`config.mk`:
```
export PLATFORM = sky130hd
export DESIGN_NAME = rv_register_file
export DESIGN_NICKNAME = d
export VERILOG_FILES = /design/src/rtl/rv_core_pkg.sv /design/src/rtl/rv_rf_clear_seq.sv /design/src/rtl/rv_register_file.sv
export SDC_FILE = /design/constraint.sdc
export NUM_CORES = 1
export LEC_CHECK = 0
export CORE_ASPECT_RATIO = 0.8
export CORE_MARGIN = 4
export CORE_UTILIZATION = 30
export CTS_CLUSTER_SIZE = 28
export DETAILED_ROUTE_END_ITERATION = 12
export DONT_BUFFER_PORTS = 1
export GPL_ROUTABILITY_DRIVEN = 0
export GPL_TIMING_DRIVEN = 1
export PLACE_DENSITY_LB_ADDON = 0.2
export SYNTH_ARGS = -nofsm -noshare
export SYNTH_HDL_FRONTEND = slang
export SYNTH_SLANG_ARGS = --single-unit
```
`constraint.sdc`:
```
create_clock -name clk -period 5.2 [get_ports clk]
set_clock_uncertainty 0.1 [all_clocks]
set_input_delay 0.78 -clock clk [delete_from_list [all_inputs] [get_ports clk]]
set_output_delay 0.78 -clock clk [all_outputs]
set_load 0.02 [all_outputs]
```
`src/rtl/rv_core_pkg.sv`:
```
// Shared RV32I core constants and types used by the integer register file.
package rv_core_pkg;

    localparam int unsigned XLEN      = 32;
    localparam int unsigned REG_COUNT = 32;
    localparam int unsigned IDX_W     = $clog2(REG_COUNT);

    typedef logic [IDX_W-1:0] reg_idx_t;
    typedef logic [XLEN-1:0]  xlen_t;

    typedef enum logic {
        RF_CLEAR = 1'b0,
        RF_READY = 1'b1
    } rf_state_t;

    localparam reg_idx_t REG_ZERO_IDX = '0;

endpackage

```
`src/rtl/rv_rf_clear_seq.sv`:
```
// Post-reset clear sequencer: walks x1..x(REG_COUNT-1) one per cycle and
// strobes a zero write into each, holding busy until the sweep finishes.
module rv_rf_clear_seq #(
    parameter int unsigned REG_COUNT = rv_core_pkg::REG_COUNT,
    parameter int unsigned IDX_W     = $clog2(REG_COUNT)
) (
    input  logic             clk,
    input  logic             reset,
    output logic             busy,
    output logic             clr_we_c,
    output logic [IDX_W-1:0] clr_ptr
);
    import rv_core_pkg::*;

    localparam logic [IDX_W-1:0] LAST_IDX = IDX_W'(REG_COUNT - 1);

    rf_state_t state;

    // Pointer stops at the last register, so it never wraps back onto x0.
    always_ff @(posedge clk) begin
        if (!reset) begin
            state   <= RF_CLEAR;
            clr_ptr <= IDX_W'(1);
            busy    <= 1'b1;
        end else if (state == RF_CLEAR) begin
            if (clr_ptr == LAST_IDX) begin
                state <= RF_READY;
                busy  <= 1'b0;
            end else begin
                clr_ptr <= clr_ptr + IDX_W'(1);
            end
        end
    end

    assign clr_we_c = reset && (state == RF_CLEAR);

endmodule

```
`src/rtl/rv_register_file.sv`:
```
// RV32I integer register file: two registered read ports, one write port,
// post-reset clear sweep. Optional forwarding under RV_REGFILE_BYPASS_EN.
module rv_register_file #(
    parameter int unsigned XLEN      = rv_core_pkg::XLEN,
    parameter int unsigned REG_COUNT = rv_core_pkg::REG_COUNT,
    parameter int unsigned IDX_W     = $clog2(REG_COUNT)
) (
    input  logic             clk,
    input  logic             reset,
    input  logic             rd1_en,
    input  logic [IDX_W-1:0] rd1_idx,
    output logic [XLEN-1:0]  rd1_data,
    input  logic             rd2_en,
    input  logic [IDX_W-1:0] rd2_idx,
    output logic [XLEN-1:0]  rd2_data,
    input  logic             wr_en,
    input  logic [IDX_W-1:0] wr_idx,
    input  logic [XLEN-1:0]  wr_data,
    output logic             busy,
    output logic             wr_drop
);
    import rv_core_pkg::*;

    localparam logic [IDX_W-1:0] ZERO_IDX = IDX_W'(REG_ZERO_IDX);

    logic             clr_we_c;
    logic [IDX_W-1:0] clr_ptr;
    logic             ext_we_c;
    logic [XLEN-1:0]  rd1_next_c;
    logic [XLEN-1:0]  rd2_next_c;
    logic [XLEN-1:0]  mem [REG_COUNT];

    rv_rf_clear_seq #(
        .REG_COUNT (REG_COUNT),
        .IDX_W     (IDX_W)
    ) u_clear_seq (
        .clk      (clk),
        .reset    (reset),
        .busy     (busy),
        .clr_we_c (clr_we_c),
        .clr_ptr  (clr_ptr)
    );

    assign ext_we_c = reset && !busy && wr_en && (wr_idx != ZERO_IDX);

    // Storage has no reset; the sweep owns the write port while busy.
    always_ff @(posedge clk) begin
        if (clr_we_c) begin
            mem[clr_ptr] <= '0;
        end else if (ext_we_c) begin
            mem[wr_idx] <= wr_data;
        end
    end

    always_comb begin
        rd1_next_c = mem[rd1_idx];
        rd2_next_c = mem[rd2_idx];
`ifdef RV_REGFILE_BYPASS_EN
        if (wr_en && (wr_idx == rd1_idx)) begin
            rd1_next_c = wr_data;
        end
        if (wr_en && (wr_idx == rd2_idx)) begin
            rd2_next_c = wr_data;
        end
`endif
        if (rd1_idx == ZERO_IDX) begin
            rd1_next_c = '0;
        end
        if (rd2_idx == ZERO_IDX) begin
            rd2_next_c = '0;
        end
    end

    // Read data and drop flag; reads during the sweep return zero.
    always_ff @(posedge clk) begin
        if (!reset) begin
            rd1_data <= '0;
            rd2_data <= '0;
            wr_drop  <= 1'b0;
        end else begin
            wr_drop <= busy && wr_en;
            if (rd1_en) begin
                rd1_data <= busy ? '0 : rd1_next_c;
            end
            if (rd2_en) begin
                rd2_data <= busy ? '0 : rd2_next_c;
            end
        end
    end

endmodule
```
==> flow_summary_export.csv <==
group,metric,value,unit
route,vias,27181,
critical_path,crit_end,"mem[6][16]$_DFFE_PP_",
die,initial_core_util,0.303,
power,vdd_drop_max,0.330,mV
synthesis,ys_seq_area_frac,0.646,
synthesis,synth_compound_area_frac,0.0424,
global_route,grt-ovfl-total,0,
finish,multiInputGateArea,17000,µm²
critical_path,path_cells,"nand4b_1, a21oi_4, and2_1",
synthesis,synth-main-ff-cell,"edfxtp_1",
timing,setup_tns,0,ns
clock_tree,numCtsBuffers,116,
global_route,first_global_vias,27748,
synthesis,synth_xor_area_frac,0.000528,
power,internal-power,14.9,mW
clock_tree,cts-root-buf,"clkbuf_16",
placement,post-dp-hpwl,102,mm
clock_tree,cts_resized,0,
critical_path,worstSetupPathType,"flip-flop to flip-flop",
clock_tree,cts_buffer_depth,3,
critical_path,reg2reg_depth,3,
clock_tree,htreeDepth,3,
synthesis,synth_fp_nets,2511,
die,ios,118,
synthesis,synthMuxAreaShare,0.274,
die,die_area,173000,µm²
synthesis,syn_area,49800,µm²
timing,hold_viol,0,
finish,drive_gt1_frac,0.363,
critical_path,critical_path.max_stage_delay,1.06,ns
synthesis,synth_seq_cells,1096,
route,drt_wl_total,171,mm
flow_run,maxCapViolations,0,
timing,tightest_slew,1.41,ns
critical_path,worst-path-stages,3,
timing,max_freq,279,MHz
die,die_w,464,µm
critical_path,r2r-end,"mem[6][16]$_DFFE_PP_",
route,first_pass_iters,5,
die,die_h,372,µm
critical_path,ff2ff_setup_slack,1.62,ns
synthesis,synthArstFlopShare,0,
finish,nets,2514,
placement,io_buffers,0,
synthesis,avgSynthCellArea,20.3,µm²
critical_path,cp_data_arrival_time,3.83,ns
critical_path,worstPathRequired,5.45,ns
timing,slew_violations,0,
timing,period_needed,3.58,ns
die,rows,133,
global_route,antenna_found_initial,18,
power,total_leakage_power,18.2,nW
critical_path,worstReg2RegStart,"u_clear_seq.busy$_SDFFE_PN1P_",
clock_tree,cts_sinks,1096,
synthesis,synth_edf_count,1024,
global_route,track_usage,0.195,
clock_tree,clk_pin_slew,0.06,ns
placement,place_ws,1.22,ns
clock_tree,cts_tree,"yes",
critical_path,worstSetupStartpoint,"u_clear_seq.busy$_SDFFE_PN1P_",
synthesis,ys_warn_count,0,
critical_path,worstPathMaxFanout,32,
power,power_frac_seq,0.512,
critical_path,crit_slowest_cell,"and2_1",
synthesis,synthSimpleGateAreaFrac,0.0169,
critical_path,crit_path_end_kind,"flip-flop",
route,drt-initial-drc-count,2867,
finish,nFillCells,15118,
power,combPwrFrac,0.036,
route,drc,0,
power,switching_share,0.205,
critical_path,cpLargestDelayFamily,"simple AND/OR/NAND/NOR gates",
critical_path,startpoint_type,"flip-flop",
power,p_sw,3.86,mW
route,viasPerCell,5.75,
synthesis,netlist_instances,2457,
timing,period_share,0.688,
route,wl_per_cell,36.3,µm
finish,area_growth,13.6,%
die,core,165000,µm²
global_route,grt_pass1_wl,235,mm
timing,fin_ws,1.62,ns
critical_path,cp_num_buf_inv,0,
synthesis,synth_top_family_by_area,"multiplexers",
outcome,status,"completed",
timing,slew_headroom,0.0563,
timing,rsz0062_at_grt,"false",
power,power_density,332,nW/µm²
global_route,grt_max_degree,281,
power,p_clk_frac,0.452,
finish,register_area,32200,µm²
timing,setup_violations,0,
synthesis,synthAdderAreaFrac,0.000502,
synthesis,synth.distinct_cells,52,
worst_hold_path,worstHoldPathType,"input port to flip-flop",
clock_tree,clkLatencyLatePin,0.75,ns
route,ant_nets,0,
## state kept, by name, indices dropped and copies added (netlist names)
signal	cells
u_clear_seq.state	1
wr_drop	1
mem	1024
rd2_data	32
u_clear_seq.busy	1
u_clear_seq.clr_ptr	5
rd1_data	32
## layout make-up
cell class,count,area share
sequential,1096,0.569
multi-input combinational,1152,0.300
clock buffer,153,0.0563
tap,2160,0.0478
timing repair buffer,85,0.0140
clock inverter,64,0.0123
inverter,9,0.000597
antenna,7,0.000310
## per-stage QoR
stage	power [mW]	instance area, µm²	hold slack, ns	utilization	std cells
after floorplan	10.5	49800	0.412	-	2457
after global placement	10.5	52700	0.474	0.320	4501
after global routing	19.4	56600	0.0231	0.344	4722
final	18.8	56600	0.0667	0.344	4726
after detailed placement	10.5	52700	0.476	0.320	4501
after CTS	19.0	56600	0.00715	0.344	4719
## placed cells by master, fill, tap and decap left out, drive strengths merged, types with 4 or more instances in the layout
cell type / instances
nand3: 5
bufinv: 14
o21ai: 6
a32o: 23
inv: 10
nor2: 38
clkinvlp: 5
diode: 7
mux4: 481
nor3: 5
nor2b: 8
mux2: 149
and2: 42
a22o: 32
o31ai: 8
nor4b: 4
nand2: 41
a32oi: 4
clkbuf: 153
edfxtp: 1024
o221ai: 34
a211oi: 8
o211ai: 23
a221o: 53
buf: 84
a221oi: 30
mux2i: 114
dfxtp: 72
clkinv: 44
## power by group through the flow
stage | sequential [mW] | clock (mW) | combinational, mW
2_1_floorplan | 9.80 | 0 | 0.679
3_3_place_gp | 9.81 | 0 | 0.658
3_5_place_dp | 9.82 | 0 | 0.659
4_1_cts | 9.63 | 8.68 | 0.662
5_1_grt | 9.63 | 9.06 | 0.691
6_report | 9.63 | 8.50 | 0.669
## cell families (layout without fill, tap and decap cells)
family	after synthesis	in the layout
xor gates and xnor gates	3	3
muxes	744	744
buffers and inverters	209	311
adders and majority gates	2	2
and+or+nand+nor	162	162
other	0	7
AOI/OAI and AO/OA	241	241
DFF	1096	1096
## synthesized netlist by cell type (3+ instances only)
cell | count | area [µm²]
buf_1 | 24 | 90.1
edfxtp_1 | 1024 | 30700
buf_4 | 18 | 135
nand2_1 | 41 | 154
mux4_2 | 481 | 10800
buf_6 | 4 | 45.0
o211ai_1 | 23 | 173
nand3b_1 | 3 | 22.5
a221o_1 | 53 | 531
a32oi_1 | 4 | 35.0
dfxtp_1 | 72 | 1440
nor4b_1 | 4 | 35.0
a22o_1 | 32 | 280
nor2b_1 | 8 | 50.1
a32o_1 | 23 | 230
nand3_1 | 5 | 25.0
a31oi_1 | 3 | 18.8
o31ai_1 | 8 | 60.1
inv_1 | 9 | 33.8
nor2_1 | 38 | 143
clkbuf_1 | 97 | 364
and2_1 | 42 | 263
mux2i_1 | 114 | 1140
xnor2_1 | 3 | 26.3
nor3b_1 | 3 | 22.5
a211oi_1 | 8 | 60.1
nor3_1 | 5 | 25.0
mux2_2 | 149 | 1680
a2111oi_0 | 3 | 26.3
o221ai_1 | 34 | 298
a221oi_1 | 30 | 263
buf_2 | 57 | 285
a41oi_1 | 3 | 26.3
o21ai_0 | 6 | 30.0
and3_1 | 3 | 18.8
## routing by layer
layer / track usage / vias up / wire [µm]
li1: - / 10776 / -
met1: 0.267 / 15055 / 72700
met2: 0.316 / 1108 / 81500
met3: 0.0423 / 236 / 12400
met4: 0.0516 / 6 / 4740
met5: 0 / - / 35
## what timing repair did
action                                 CTS  global route
hold buffers                             1             0
buffers inserted                         0             0
endpoints found under the hold margin    3             0
## worst min path at each step
stage                                        start                                  end  slack, ns  cells after the start
6_report                                     reset  u_clear_seq.clr_ptr[3]$_SDFFE_PN0P_       0.07                      1
5_1_grt                                      reset  u_clear_seq.clr_ptr[3]$_SDFFE_PN0P_       0.02                      1
4_1_cts                                      reset  u_clear_seq.clr_ptr[3]$_SDFFE_PN0P_      0.007                      1
3_5_place_dp             rd2_data[19]$_SDFFE_PN0P_            rd2_data[19]$_SDFFE_PN0P_       0.48                      2
3_3_place_gp   u_clear_seq.clr_ptr[1]$_SDFFE_PN0P_  u_clear_seq.clr_ptr[1]$_SDFFE_PN0P_       0.47                      2
2_1_floorplan  u_clear_seq.clr_ptr[1]$_SDFFE_PN0P_  u_clear_seq.clr_ptr[1]$_SDFFE_PN0P_       0.41                      2
No activity file was read; power rests on OpenSTA's default activity.
